$ cat src/rtl/ctrl_pkg.sv
// Shared encodings for the accumulator control unit: FSM states, opcodes,
// R-mux select codes and ALU operation codes.
package ctrl_pkg;

  typedef enum logic [2:0] {
    FETCH   = 3'd0,
    DECODE  = 3'd1,
    EXEC    = 3'd2,
    WAIT_M  = 3'd3,
    WAIT_IN = 3'd4,
    HALT    = 3'd5
  } state_t;

  localparam logic [3:0] OP_NOP  = 4'h0;
  localparam logic [3:0] OP_LDI  = 4'h1;
  localparam logic [3:0] OP_LDM  = 4'h2;
  localparam logic [3:0] OP_STM  = 4'h3;
  localparam logic [3:0] OP_IN   = 4'h4;
  localparam logic [3:0] OP_ADD  = 4'h5;
  localparam logic [3:0] OP_SUB  = 4'h6;
  localparam logic [3:0] OP_AND  = 4'h7;
  localparam logic [3:0] OP_OR   = 4'h8;
  localparam logic [3:0] OP_XOR  = 4'h9;
  localparam logic [3:0] OP_NOT  = 4'hA;
  localparam logic [3:0] OP_JMP  = 4'hB;
  localparam logic [3:0] OP_JZ   = 4'hC;
  localparam logic [3:0] OP_HALT = 4'hF;

  localparam logic [2:0] SEL_CONST = 3'd0;
  localparam logic [2:0] SEL_MEM   = 3'd1;
  localparam logic [2:0] SEL_IN    = 3'd2;
  localparam logic [2:0] SEL_RES   = 3'd3;

  localparam logic [2:0] ALU_ADD = 3'd0;
  localparam logic [2:0] ALU_SUB = 3'd1;
  localparam logic [2:0] ALU_AND = 3'd2;
  localparam logic [2:0] ALU_OR  = 3'd3;
  localparam logic [2:0] ALU_XOR = 3'd4;
  localparam logic [2:0] ALU_NOT = 3'd5;

  function automatic logic is_alu_op(input logic [3:0] op);
    return (op >= OP_ADD) && (op <= OP_NOT);
  endfunction

  // ALU opcodes are contiguous, so the ALU code is the offset from ADD
  function automatic logic [2:0] alu_of(input logic [3:0] op);
    logic [3:0] d;
    d = op - OP_ADD;
    return d[2:0];
  endfunction

endpackage

$ cat src/rtl/unidade_controlo_decodificador.sv
// Combinational strobe decoder: maps FSM state, IR opcode and the input-port
// valid flag onto the datapath control strobes.
module decodificador
  import ctrl_pkg::*;
(
  input  state_t     i_state,
  input  logic [3:0] i_opcode,
  input  logic       i_in_valid,
  output logic [2:0] o_sel,
  output logic       o_wr_r,
  output logic       o_we_m,
  output logic [2:0] o_alu_op,
  output logic       o_in_ack,
  output logic       o_halted
);

  always_comb begin
    o_sel    = SEL_CONST;
    o_wr_r   = 1'b0;
    o_we_m   = 1'b0;
    o_alu_op = ALU_ADD;
    o_in_ack = 1'b0;
    o_halted = 1'b0;
    case (i_state)
      EXEC: begin
        if (i_opcode == OP_LDI) begin
          o_sel  = SEL_CONST;
          o_wr_r = 1'b1;
        end else if (is_alu_op(i_opcode)) begin
          o_sel    = SEL_RES;
          o_alu_op = alu_of(i_opcode);
          o_wr_r   = 1'b1;
        end else if (i_opcode == OP_STM) begin
          o_we_m = 1'b1;
        end
      end
      WAIT_M: begin
        o_sel  = SEL_MEM;
        o_wr_r = 1'b1;
      end
      WAIT_IN: begin
        // Write and ack land in the same cycle the port presents valid data
        o_sel    = SEL_IN;
        o_wr_r   = i_in_valid;
        o_in_ack = i_in_valid;
      end
      HALT:    o_halted = 1'b1;
      default: ;
    endcase
  end

endmodule

$ cat src/rtl/unidade_controlo.sv
// Multi-cycle control unit: owns PC, IR and the FSM; strobes come from the
// decodificador sub-module.
module unidade_controlo
  import ctrl_pkg::*;
#(
  parameter int ADDR_W = 8,
  parameter int DATA_W = 8
) (
  input  logic                clk,
  input  logic                Reset,
  input  logic [DATA_W+3:0]   Instrucao,
  input  logic                Flag_Z,
  input  logic                IN_Valid,
  output logic [ADDR_W-1:0]   PC,
  output logic [DATA_W-1:0]   Constante,
  output logic [ADDR_W-1:0]   Endereco_M,
  output logic [2:0]          SEL_Dados,
  output logic                WR_R,
  output logic                WE_M,
  output logic [2:0]          ALU_Op,
  output logic                IN_Ack,
  output logic                Halted
);

  state_t              r_state;
  state_t              w_next;
  logic [ADDR_W-1:0]   r_pc;
  logic [DATA_W+3:0]   r_ir;
  logic [3:0]          w_opcode;
  logic                w_take_jump;

  assign w_opcode    = r_ir[DATA_W+3:DATA_W];
  assign w_take_jump = (w_opcode == OP_JMP) || ((w_opcode == OP_JZ) && Flag_Z);

  always_ff @(posedge clk or posedge Reset) begin
    if (Reset) begin
      r_state <= FETCH;
      r_pc    <= '0;
      r_ir    <= '0;
    end else begin
      r_state <= w_next;
      case (r_state)
        FETCH:  r_ir <= Instrucao;
        DECODE: r_pc <= r_pc + ADDR_W'(1);
        EXEC:   if (w_take_jump) r_pc <= r_ir[ADDR_W-1:0];
        default: ;
      endcase
    end
  end

  always_comb begin
    w_next = r_state;
    case (r_state)
      FETCH:  w_next = DECODE;
      DECODE: begin
        case (w_opcode)
          OP_LDM:  w_next = WAIT_M;
          OP_IN:   w_next = WAIT_IN;
          OP_HALT: w_next = HALT;
          default: w_next = EXEC;
        endcase
      end
      EXEC:    w_next = FETCH;
      WAIT_M:  w_next = FETCH;
      WAIT_IN: if (IN_Valid) w_next = FETCH;
      HALT:    w_next = HALT;
      default: w_next = FETCH;
    endcase
  end

  decodificador u_dec (
    .i_state    (r_state),
    .i_opcode   (w_opcode),
    .i_in_valid (IN_Valid),
    .o_sel      (SEL_Dados),
    .o_wr_r     (WR_R),
    .o_we_m     (WE_M),
    .o_alu_op   (ALU_Op),
    .o_in_ack   (IN_Ack),
    .o_halted   (Halted)
  );

  assign PC         = r_pc;
  assign Constante  = r_ir[DATA_W-1:0];
  assign Endereco_M = r_ir[ADDR_W-1:0];

endmodule

$ cat config.mk
export PLATFORM = sky130hd
export DESIGN_NAME = unidade_controlo
export DESIGN_NICKNAME = d
export VERILOG_FILES = /design/src/rtl/ctrl_pkg.sv /design/src/rtl/unidade_controlo_decodificador.sv /design/src/rtl/unidade_controlo.sv
export SDC_FILE = /design/constraint.sdc
export NUM_CORES = 1
export LEC_CHECK = 0
export CAP_MARGIN = 40
export CORE_MARGIN = 2
export CORE_UTILIZATION = 39
export DETAILED_ROUTE_END_ITERATION = 10
export HOLD_SLACK_MARGIN = 0.03
export PLACE_DENSITY = 0.8
export SKIP_CTS_REPAIR_TIMING = 1
export SYNTH_ARGS = -nofsm -noshare
export SYNTH_HDL_FRONTEND = slang
export SYNTH_HIERARCHICAL = 1
export SYNTH_SLANG_ARGS = --single-unit
$ cat constraint.sdc
create_clock -name clk -period 1.7 [get_ports clk]
set_input_delay 0.34 -clock clk [delete_from_list [all_inputs] [get_ports clk]]
set_output_delay 0.34 -clock clk [all_outputs]
set_load 0.02 [all_outputs]
==> impl_results.md, run 1 <==
- Initial antenna violation count: 0
- R2R Path End: PC[0]$_DFFE_PP0P_
- Setup Skew: just under 0.008 ns
- Average wire per standard cell: 14.3 um
- Count of pins over their slew limit: 0
- Clock network power share: 6.6%
- Mapped Nets: 179
- DR DRC count: 0
- Total Power: 5.16 mW
- Starting Density: 40.0%
- Layout cells sized above 1: just under 40%
- Full die area: 4560 um2
- Sw power: 2.27 mW
- First-pass GRT wire length: 5830 um
- Port Buffer Count: 48
- Power Dens Cells: 2150 nW/um2
- Slowest CP cell: dfrtp_1
- Worst-path cell chain: inv_2 > ha_4 > inv_2 > a21oi_2 > o221ai_4 > nor2_1 > buf_4
- Mapped Cells: 158
- Root Buffer: clkbuf_8
- Area contributors post-synth: dfrtp_1 37%, buf_4 8.6%, mux2_2 8.6%, ha_1 4.0%, a21oi_1 2.5%
- Setup violators final: 13
- Final Hold Vio Count: 0
- Synth-to-Final Area Change: 52.1%
- DRT iter0 DRCs: 56
- Synth Register Bits: 23
- Leak pwr: 1.08 nW
- Worst r2r src: r_ir[9]$_DFFE_PP0P_
- Setup crit start kind: flop
- Sequential fraction of the synthesis area: 36.5%
- Core ar.: 3940 um2
- Worst Setup Slack, final: -0.246 ns
- CTS max path bufs: 2
- Kind of end point of the critical path: output port
- Largest net degree at the start of global routing: 24
- Most frequent CP cell: inv_2
- TritonCTS Buffers: 3
- Outcome: finished, violations left
- Total track usage: 16.9%
- Remaining global-route overflow: 0
- Placed cell areas: 2160 um2
- Clock latency at the later pin of the worst-skew pair: 0.27 ns
- Synth area leader: dfrtp_1
- Max frequency: 514 MHz
- Violated checks: setup timing
- Hpwl dp: 2690 um
- Cell Area, Synth: roughly 1600 um2
- Via count: 1,395
- RSZ-0062 raised after global routing: yes
- FF/Latch Area: 578 um2
- WP data arrival: 1.61 ns
- DRT Pass-1 Iters: 4
- CTS tree: done
- # clock sinks: 23
- Peak VDD IR: roughly 1.3 mV
- Final min period: slightly below 2 ns
- Part of the power in registers: a little under a quarter
- Vias per cell: between 5 and 6
- Worst Path Class, Setup: flop to output port
- Synth cell types: 53
- H-tree levels: 1
- Top FF cell, synth: dfrtp_1
- Die Ht: approximately 68 um
- Final #Nets: 242
- Clock Pin Slew Worst Setup and Hold Paths: 0.08 ns
- Switching share of power: between 40% and 50%
- Top-level I/O count: 50
- Top-count cell post-synth: dfrtp_1
- Die X: 67.6 um
- Critical path buffer and inverter count: 3
- Max-cap violations: 0
- Register-to-Register Setup Slack: -0.11 ns
- Reg2Reg Depth: 6
- Final ANT Viol Nets: 0
- FFs w/ async S/R, synth: 100%
- Synthesis Warnings: 6
- Post-synth top area share: 36.5%
- Hold crit path type: input port to async pin
- Critical Path Fanout Max: 6
- Worst Path Required: 1.36 ns
- Area of the multi-input gates: roughly 900 um2
- Final Wtd Congestion: about 0.86
- Final Instance Area: between 2000 and 2500 um2
- Routed WL: 3860 um
- Leading cell types by count after synthesis: 23 x dfrtp_1, 18 x buf_4, 12 x mux2_2
- Fin Setup TNS: -1.76 ns
- Fin crit share: 114%
- Int Pwr: 2.90 mW
- Vias in the first global route: ~1,300
- Crit-path leading delay family: flip-flops
- N_diodes: 0
- Comb pwr share: 70.2%
- Max incr delay on CP: about 0.42 ns
- Post-synth EDFFs: 0
- FP Rows: 23
- # fillers: 306
- Avg Inst Size Synth: 9.97 um2
[final cells by class]
type                       instances  area share, %
tap                               50           2.61
inverter                           9           1.62
multi-input combinational        104           37.9
clock buffer                       4           1.88
sequential                        23           24.1
timing repair buffer              80           31.9
[cell families (layout without fill, tap and decap cells)]
kind of cell / after synthesis / count (layout) / synth area share (%)
compound gates: 37 / 37 / 18.3
fa+ha+maj: 5 / 5 / 3.97
buf+inv: 31 / 93 / 12.4
flops: 23 / 23 / 36.5
mux: 14 / 14 / 10.2
other cells: 1 / 1 / 0.238
simple gates: 47 / 47 / 18.4
[layer usage]
layer | part of all wire, % | GRT usage, % | vias to the layer above | routed length [um]
li1 | - | - | 673 | -
met1 | 38 | 19.8 | 670 | 1470
met2 | 55 | 31.0 | 43 | 2140
met3 | 5.1 | 4.33 | 9 | 195
met4 | 1.4 | 3.06 | 0 | 54
met5 | 0 | 0 | - | 0
[power by group through the flow]
stage                     registers (mW)  logic [mW]  clock network (mW)
after global placement              1.14        3.16                   0
final                               1.19        3.62               0.343
after floorplan                     1.28        1.98                   0
after global routing                1.24        3.92               0.374
after detailed placement            1.16        3.25                   0
after CTS                           1.15        3.27               0.355
[how the worst max path moves through the flow]
stage / endpoint / startpoint / cells after the start / slack, ns
finish: ALU_Op[1] / r_ir[9]$_DFFE_PP0P_ / 7 / -0.25
CTS: ALU_Op[1] / r_ir[9]$_DFFE_PP0P_ / 7 / -0.77
global placement: ALU_Op[2] / r_ir[9]$_DFFE_PP0P_ / 7 / -0.39
global route: SEL_Dados[1] / r_ir[9]$_DFFE_PP0P_ / 7 / -0.33
floorplan: ALU_Op[0] / r_ir[8]$_DFFE_PP0P_ / 5 / -0.02
detailed placement: ALU_Op[1] / r_ir[9]$_DFFE_PP0P_ / 7 / -0.46
[flip-flops by register name, summed over array words and instances, names as in the netlist]
| name | flops |
|---|---|
| r_ir | 12 |
| PC | 8 |
| r_state | 3 |
[layout by cell type (no fill, tap or decap), types with 2 or more instances in the layout]
cell             Yosys  routed
nor3b_4              1       2
ha_4                 0       3
a21oi_1              8       6
ha_1                 5       2
o21ai_0              7       7
dfrtp_1             23      21
nand2_1              8       8
inv_4                0       2
nor2_2               1       2
nand3_1              7       6
inv_1                9       5
buf_4               18      29
a21oi_4              1       2
nand2b_1             3       2
clkdlybuf4s50_1      0      33
clkbuf_8             0       3
o211ai_1             2       2
o21bai_1             2       2
inv_2                0       2
buf_6                1      10
dfrtp_2              0       2
dlymetal6s2s_1       0       7
a31oi_1              2       2
nor3_1               4       3
a2bb2oi_1            2       2
nor2_1               8       7
mux2_2              12      12
[through the flow]
| stage | utilization (%) | worst slack, ns | hold WS, ns | instances |
|---|---|---|---|---|
| final | 60.8 | -0.246 | 0.399 | 270 |
| after global routing | 60.8 | -0.332 | 0.458 | 270 |
| after CTS | 55.9 | -0.770 | 0.405 | 264 |
| after detailed placement | 54.8 | -0.464 | 0.553 | 260 |
| after global placement | 54.8 | -0.393 | 0.544 | 260 |
| after floorplan | - | -0.0249 | 0.342 | 158 |
[worst reg2reg max path, stage by stage, from the launching register on]
cell and delay, ns:
dfrtp_1 0.42, buf_4 0.15, buf_6 0.12, and4bb_4 0.31, o211ai_4 0.14, a21o_2 0.27
a221o_1 0.30
Power figures use the tool's default switching activity.
==> inputs of run 2 (changes only) <==
Settings changed: CORE_UTILIZATION 39 to 46, PLACE_DENSITY 0.8 to 0.87.
Clock period 1.7 ns to 2.11 ns, I/O delays scaled along.
==> run 2 against run 1 <==
  * The run still ends with setup timing left
  * Sequential share of layout area is 2.1 points higher
  * Power decreased by 26%
  * Clock-buffer cell count unchanged
  * Die area fell by 14%
  * Clock skew increased by 0.0036 ns
  * Routed wire length down 12%
  * Clock power is 41% lower
  * Flip-flop and latch count unchanged
  * Largest cell class unchanged
==> impl_results.md, run 2 (same netlist as run 1, synthesis figures left out) <==
- Outcome: finished, violations left
- Violated checks: setup timing
- Fin Setup TNS: -0.0227 ns (+1.74 ns)
- DR DRC count: 0 (unchanged)
- Worst-path cell chain: inv_2 > ha_4 > inv_4 > a21oi_4 > o221ai_4 > buf_6 > o21ai_4 > buf_6
- Placed cell areas: 2050 um2 (-4.9%)
- First-pass GRT wire length: 5620 um (-3.6%)
- Most frequent cells in the layout: 39 x clkdlybuf4s50_1, 22 x dfrtp_1, 16 x buf_4, 12 x mux2_2
- Count of pins over their slew limit: 0 (unchanged)
- Hpwl dp: 2460 um (-8.7%)
- H-tree levels: 1 (unchanged)
- DP Cell Count: 243 (-6.5%)
- Slowest CP cell: dfrtp_2
- Layout cells sized above 1: 32.4% (-7.2 points)
- Commonest non-fill, non-tap cell in the layout: clkdlybuf4s50_1
- FP Rows: 21 (-8.7%)
- Worst Path Class, Setup: flop to output port
- # clock sinks: 23 (unchanged)
- Worst Setup Slack, final: -0.0227 ns (+0.224 ns)
- Fin crit share: 101%
- Initial antenna violation count: 0 (unchanged)
- Full die area: 3910 um2 (-14%)
- DRT iter0 DRCs: 79 (+41%)
- Core ar.: 3310 um2 (-16%)
- TritonCTS Buffers: 3 (unchanged)
- Remaining global-route overflow: 0 (unchanged)
- Average wire per standard cell: 13.6 um (-4.6%)
- Final ANT Viol Nets: 0 (unchanged)
- Die Ht: 62.5 um (-7.5%)
- Final Wtd Congestion: 0.838 (-2.0%)
- Max incr delay on CP: 0.46 ns (+0.04 ns)
- Most frequent CP cell: buf_6
- Clock Pin Slew Worst Setup and Hold Paths: 0.13 ns (+0.05 ns)
- Via count: 1,324 (-5.1%)
- Port Buffer Count: 48 (unchanged)
- Routed WL: 3410 um (-12%)
- Largest net degree at the start of global routing: 24 (unchanged)
- Final min period: 2.13 ns
- Clock latency at the later pin of the worst-skew pair: 0.31 ns (+0.04 ns)
- Core Util, Final: 66.4% (+5.7 points)
- RSZ-0062 raised after global routing: yes
- CTS max path bufs: 2 (unchanged)
- Finished Layout Cells: 250 (-7.4%)
- Power Dens Cells: 1730 nW/um2 (-20%)
- Top-level I/O count: 50 (unchanged)
- Leak pwr: 0.952 nW (-12%)
- Vias in the first global route: 1,228 (-3.5%)
- Final Instance Area: 2200 um2 (-8.2%)
- Synth-to-Final Area Change: 39.6%
- Crit-path leading delay family: flip-flops
- Vias per cell: 5.30 (+2.5%)
- Crit path launch: r_ir[8]$_DFFE_PP0P_
- Pre-CTS setup slack: -0.136 ns (+0.328 ns)
- Total Power: 3.81 mW (-26%)
- Hold crit path type: input port to async pin
- Setup Skew: 0.0115 ns (+0.00356 ns)
- Critical path buffer and inverter count: 4 (+1)
- Peak VDD IR: 0.921 mV (-27%)
- Critical Path Fanout Max: 6 (unchanged)
- N_diodes: 0 (unchanged)
- Total track usage: 17.4% (+0.57 points)
- WP data arrival: 1.71 ns (+0.10 ns)
- Worst Path Required: 1.69 ns (+0.33 ns)
- Max FFs per register: 12 (unchanged)
- Hold Worst Slack: 0.425 ns (+0.0256 ns)
- Starting Density: 47.6% (+7.6 points)
- Setup crit start kind: flop
- Final Hold Vio Count: 0 (unchanged)
- Most flops, register: r_ir
- Worst r2r src: r_ir[8]$_DFFE_PP0P_
- Setup violators final: 1 (-12)
- Die X: 62.5 um (-7.5%)
- DRT Pass-1 Iters: 4 (unchanged)
- CTS tree: done
- Max frequency: ~470 MHz
- Max-cap violations: 0 (unchanged)
- Final #Nets: 226 (-6.6%)
- Kind of end point of the critical path: output port
- Root Buffer: clkbuf_4
run 2: cell types whose count changed in the layout (fill, tap and decap cells not counted), moves of 3 or more:
| cell | change |
|---|---|
| buf_4 | -13 |
| buf_6 | -6 |
| clkbuf_4 | +3 |
| clkbuf_8 | -3 |
| clkdlybuf4s50_1 | +6 |
| dlymetal6s2s_1 | -4 |
run 2: metal layers:
layer	GRT usage [%]	vias to the layer above	share of wire [%]
li1	-	637	-
met1	22.2	649	44
met2	30.5	34	52
met3	2.34	4	3.1
met4	5.83	0	1.5
met5	0	-	0
run 2: worst min-delay path, cell delays in order:
cell and delay, ns:
clkdlybuf4s50_1 0.39, inv_1 0.05, buf_4 0.28
run 2: path summary, 6_finish.rpt:
kind	end	slack (ns)	cells after the start
setup / recovery	SEL_Dados[1]	-0.02	8
hold / removal	r_ir[1]$_DFFE_PP0P_	0.42	3
setup reg to reg	PC[0]$_DFFE_PP0P_	0.23	6
hold reg to reg	r_ir[2]$_DFFE_PP0P_	0.57	1
max in group asynchronous	r_ir[8]$_DFFE_PP0P_	1.43	3
min in group clk	r_ir[2]$_DFFE_PP0P_	0.57	1
run 2: layout make-up:
class / count / area (um2)
flip-flops and latches: 23 / 577
fillers: 272 / 1110
inverters: 9 / 38.8
well taps: 46 / 57.6
repair buffers: 64 / 603
clock buffers: 4 / 26.3
multi-input cells: 104 / 897
run 2: report_power, final:
part / switching, mW / leakage, nW / internal, mW
clock: 0.130 / 0.0150 / 0.0738
sequential: 0.296 / 0.266 / 0.669
combinational: 1.31 / 0.670 / 1.33
==> inputs of run 3 (changes only) <==
Settings changed: CELL_PAD_IN_SITES_DETAIL_PLACEMENT set to 1, CELL_PAD_IN_SITES_GLOBAL_PLACEMENT set to 2, CORE_UTILIZATION 46 to 28, PLACE_DENSITY 0.87 to 0.88.
==> run 3 against run 2 <==
  * The flow now finishes without violations
  * Routed wire length increased by 17%
  * Combinational power fell by 4%
  * Final cell count grew 10%
  * Hold slack better by 0.059 ns
  * Largest cell class unchanged
  * Die area increased by 60%
  * Critical endpoint is now ALU_Op[1]
  * Largest power group unchanged
  * Sequential power is 1% higher
  * Clock-buffer cell count stayed put
  * Clock power rose by 41%
  * Global-route usage decreased by 4.2 points
==> impl_results.md, run 3 (same netlist as run 1, synthesis figures left out) <==
- Outcome: complete, no violations
- # clock sinks: 23 (unchanged)
- Die Ht: 79.0 um (+26%)
- Max-cap violations: 0 (unchanged)
- Clock Pin Slew Worst Setup and Hold Paths: 0.08 ns (-0.05 ns)
- Slowest CP cell: dfrtp_1
- Worst Path Class, Setup: flop to output port
- Finished Layout Cells: 276 (+10%)
- H-tree levels: 1 (unchanged)
- Pre-CTS setup slack: -0.156 ns (-0.0196 ns)
- Leak pwr: 0.950 nW (-0.15%)
- Most frequent cells in the layout: 39 x clkdlybuf4s50_1, 22 x dfrtp_1, 21 x buf_4, 12 x mux2_2
- Initial antenna violation count: 0 (unchanged)
- Final #Nets: 226 (unchanged)
- Worst-path cell chain: inv_2 > ha_4 > inv_2 > a21oi_2 > o221ai_4 > nor2_1 > buf_4
- Setup Skew: 0.00138 ns (-0.0101 ns)
- Root Buffer: clkbuf_8
- CTS max path bufs: 2 (unchanged)
- Total track usage: 13.3% (-4.2 points)
- DRT iter0 DRCs: 32 (-59%)
- Count of pins over their slew limit: 0 (unchanged)
- First-pass GRT wire length: 6520 um (+16%)
- Worst r2r src: r_ir[9]$_DFFE_PP0P_
- Power Dens Cells: 1740 nW/um2 (+0.24%)
- Remaining global-route overflow: 0 (unchanged)
- Setup crit start kind: flop
- Total Power: 3.81 mW (about the same)
- Final min period: 2.06 ns (-0.0740 ns)
- Clock latency at the later pin of the worst-skew pair: 0.27 ns (-0.04 ns)
- Fin crit share: 97.6% (-3.5 points)
- Largest net degree at the start of global routing: 24 (unchanged)
- Final ANT Viol Nets: 0 (unchanged)
- Port Buffer Count: 48 (unchanged)
- N_diodes: 0 (unchanged)
- # fillers: 648 (+140%)
- DRT Pass-1 Iters: 4 (unchanged)
- DP Cell Count: 271 (+12%)
- Full die area: 6240 um2 (+60%)
- Commonest non-fill, non-tap cell in the layout: clkdlybuf4s50_1
- Final Wtd Congestion: 0.725 (-13%)
- Max frequency: 486 MHz (+3.6%)
- Register-to-Register Setup Slack: 0.34 ns (+0.11 ns)
- Synth-to-Final Area Change: 39.3%
- FP Rows: 27 (+29%)
- Vias in the first global route: 1,309 (+6.6%)
- DR DRC count: 0 (unchanged)
- Hpwl dp: 2900 um (+18%)
- Die X: 79.0 um (+26%)
- Routed WL: 3980 um (+17%)
- Fin Setup TNS: 0 ns (+0.0227 ns)
- CTS tree: done
- Final Hold Vio Count: 0 (unchanged)
- Starting Density: 28.8% (-19 points)
- Vias per cell: 4.76 (-10%)
- RSZ-0062 raised after global routing: yes
- Kind of end point of the critical path: output port
- Crit-path leading delay family: flip-flops
- Critical path buffer and inverter count: 3 (-1)
- Max FFs per register: 12 (unchanged)
- Core ar.: 5470 um2 (+65%)
- Setup violators final: 0 (-1)
- Via count: 1,315 (-0.68%)
- Top-level I/O count: 50 (unchanged)
- Average wire per standard cell: 14.4 um (+5.9%)
- Max incr delay on CP: 0.42 ns (-0.04 ns)
- Core Util, Final: 40.1% (-26 points)
- TritonCTS Buffers: 3 (unchanged)
- Layout cells sized above 1: 30.9% (-1.5 points)
- Reg2Reg Depth: 5 (-1)
- Most frequent CP cell: inv_2
- Worst Path Required: 1.69 ns (about the same)
- Peak VDD IR: 0.770 mV (-16%)
- Most flops, register: r_ir
- Crit path launch: r_ir[9]$_DFFE_PP0P_
- Hold crit path type: input port to async pin
- Worst Setup Slack, final: 0.0513 ns (+0.0740 ns)
- R2R Path End: PC[0]$_DFFE_PP0P_
- WP data arrival: 1.64 ns (-0.07 ns)
- Critical Path Fanout Max: 6 (unchanged)
-- run 3: report_power, final --
part           switching [mW]  total (mW)  leakage, nW  internal (mW)
registers               0.307       0.978        0.266          0.670
logic                    1.26        2.54        0.661           1.28
clock network           0.153       0.288       0.0228          0.135
total                    1.72        3.81        0.950           2.09
-- run 3: routing by layer --
| metal | vias up | global-route usage, % | wire, um |
|---|---|---|---|
| li1 | 640 | - | - |
| met1 | 643 | 18.1 | 1870 |
| met2 | 27 | 21.4 | 1950 |
| met3 | 5 | 2.39 | 120 |
| met4 | 0 | 4.14 | 51 |
| met5 | - | 0 | 0 |
-- run 3: cell type report --
class	instances	area [um2]	share of cell area (%)
multi-input cells	104	858	39.1
clock buffers	4	45.0	2.05
inverters	9	33.8	1.54
flip-flops and latches	23	577	26.3
repair buffers	64	591	26.9
well taps	72	90.1	4.10
-- run 3: how the worst max path moves through the flow --
stage / end / slack (ns) / depth (start not counted)
3_5_place_dp: WR_R / -0.16 / 5
2_1_floorplan: ALU_Op[2] / 0.30 / 5
6_report: ALU_Op[1] / 0.05 / 7
3_3_place_gp: WR_R / -0.12 / 5
4_1_cts: ALU_Op[2] / -0.47 / 7
5_1_grt: ALU_Op[2] / -0.05 / 7
-- run 3: worst reg2reg max path: stages (launching register included) --
cell,delay (ns)
dfrtp_1,0.42
buf_4,0.18
and4bb_4,0.34
o211ai_4,0.15
a21o_2,0.27
a221o_1,0.30
-- run 3: per-stage QoR --
stage,cell area (um2),hold slack (ns)
after floorplan,1580,0.424
after CTS,2150,0.494
after detailed placement,2100,0.558
after global routing,2190,0.548
after global placement,2100,0.537
final,2190,0.483
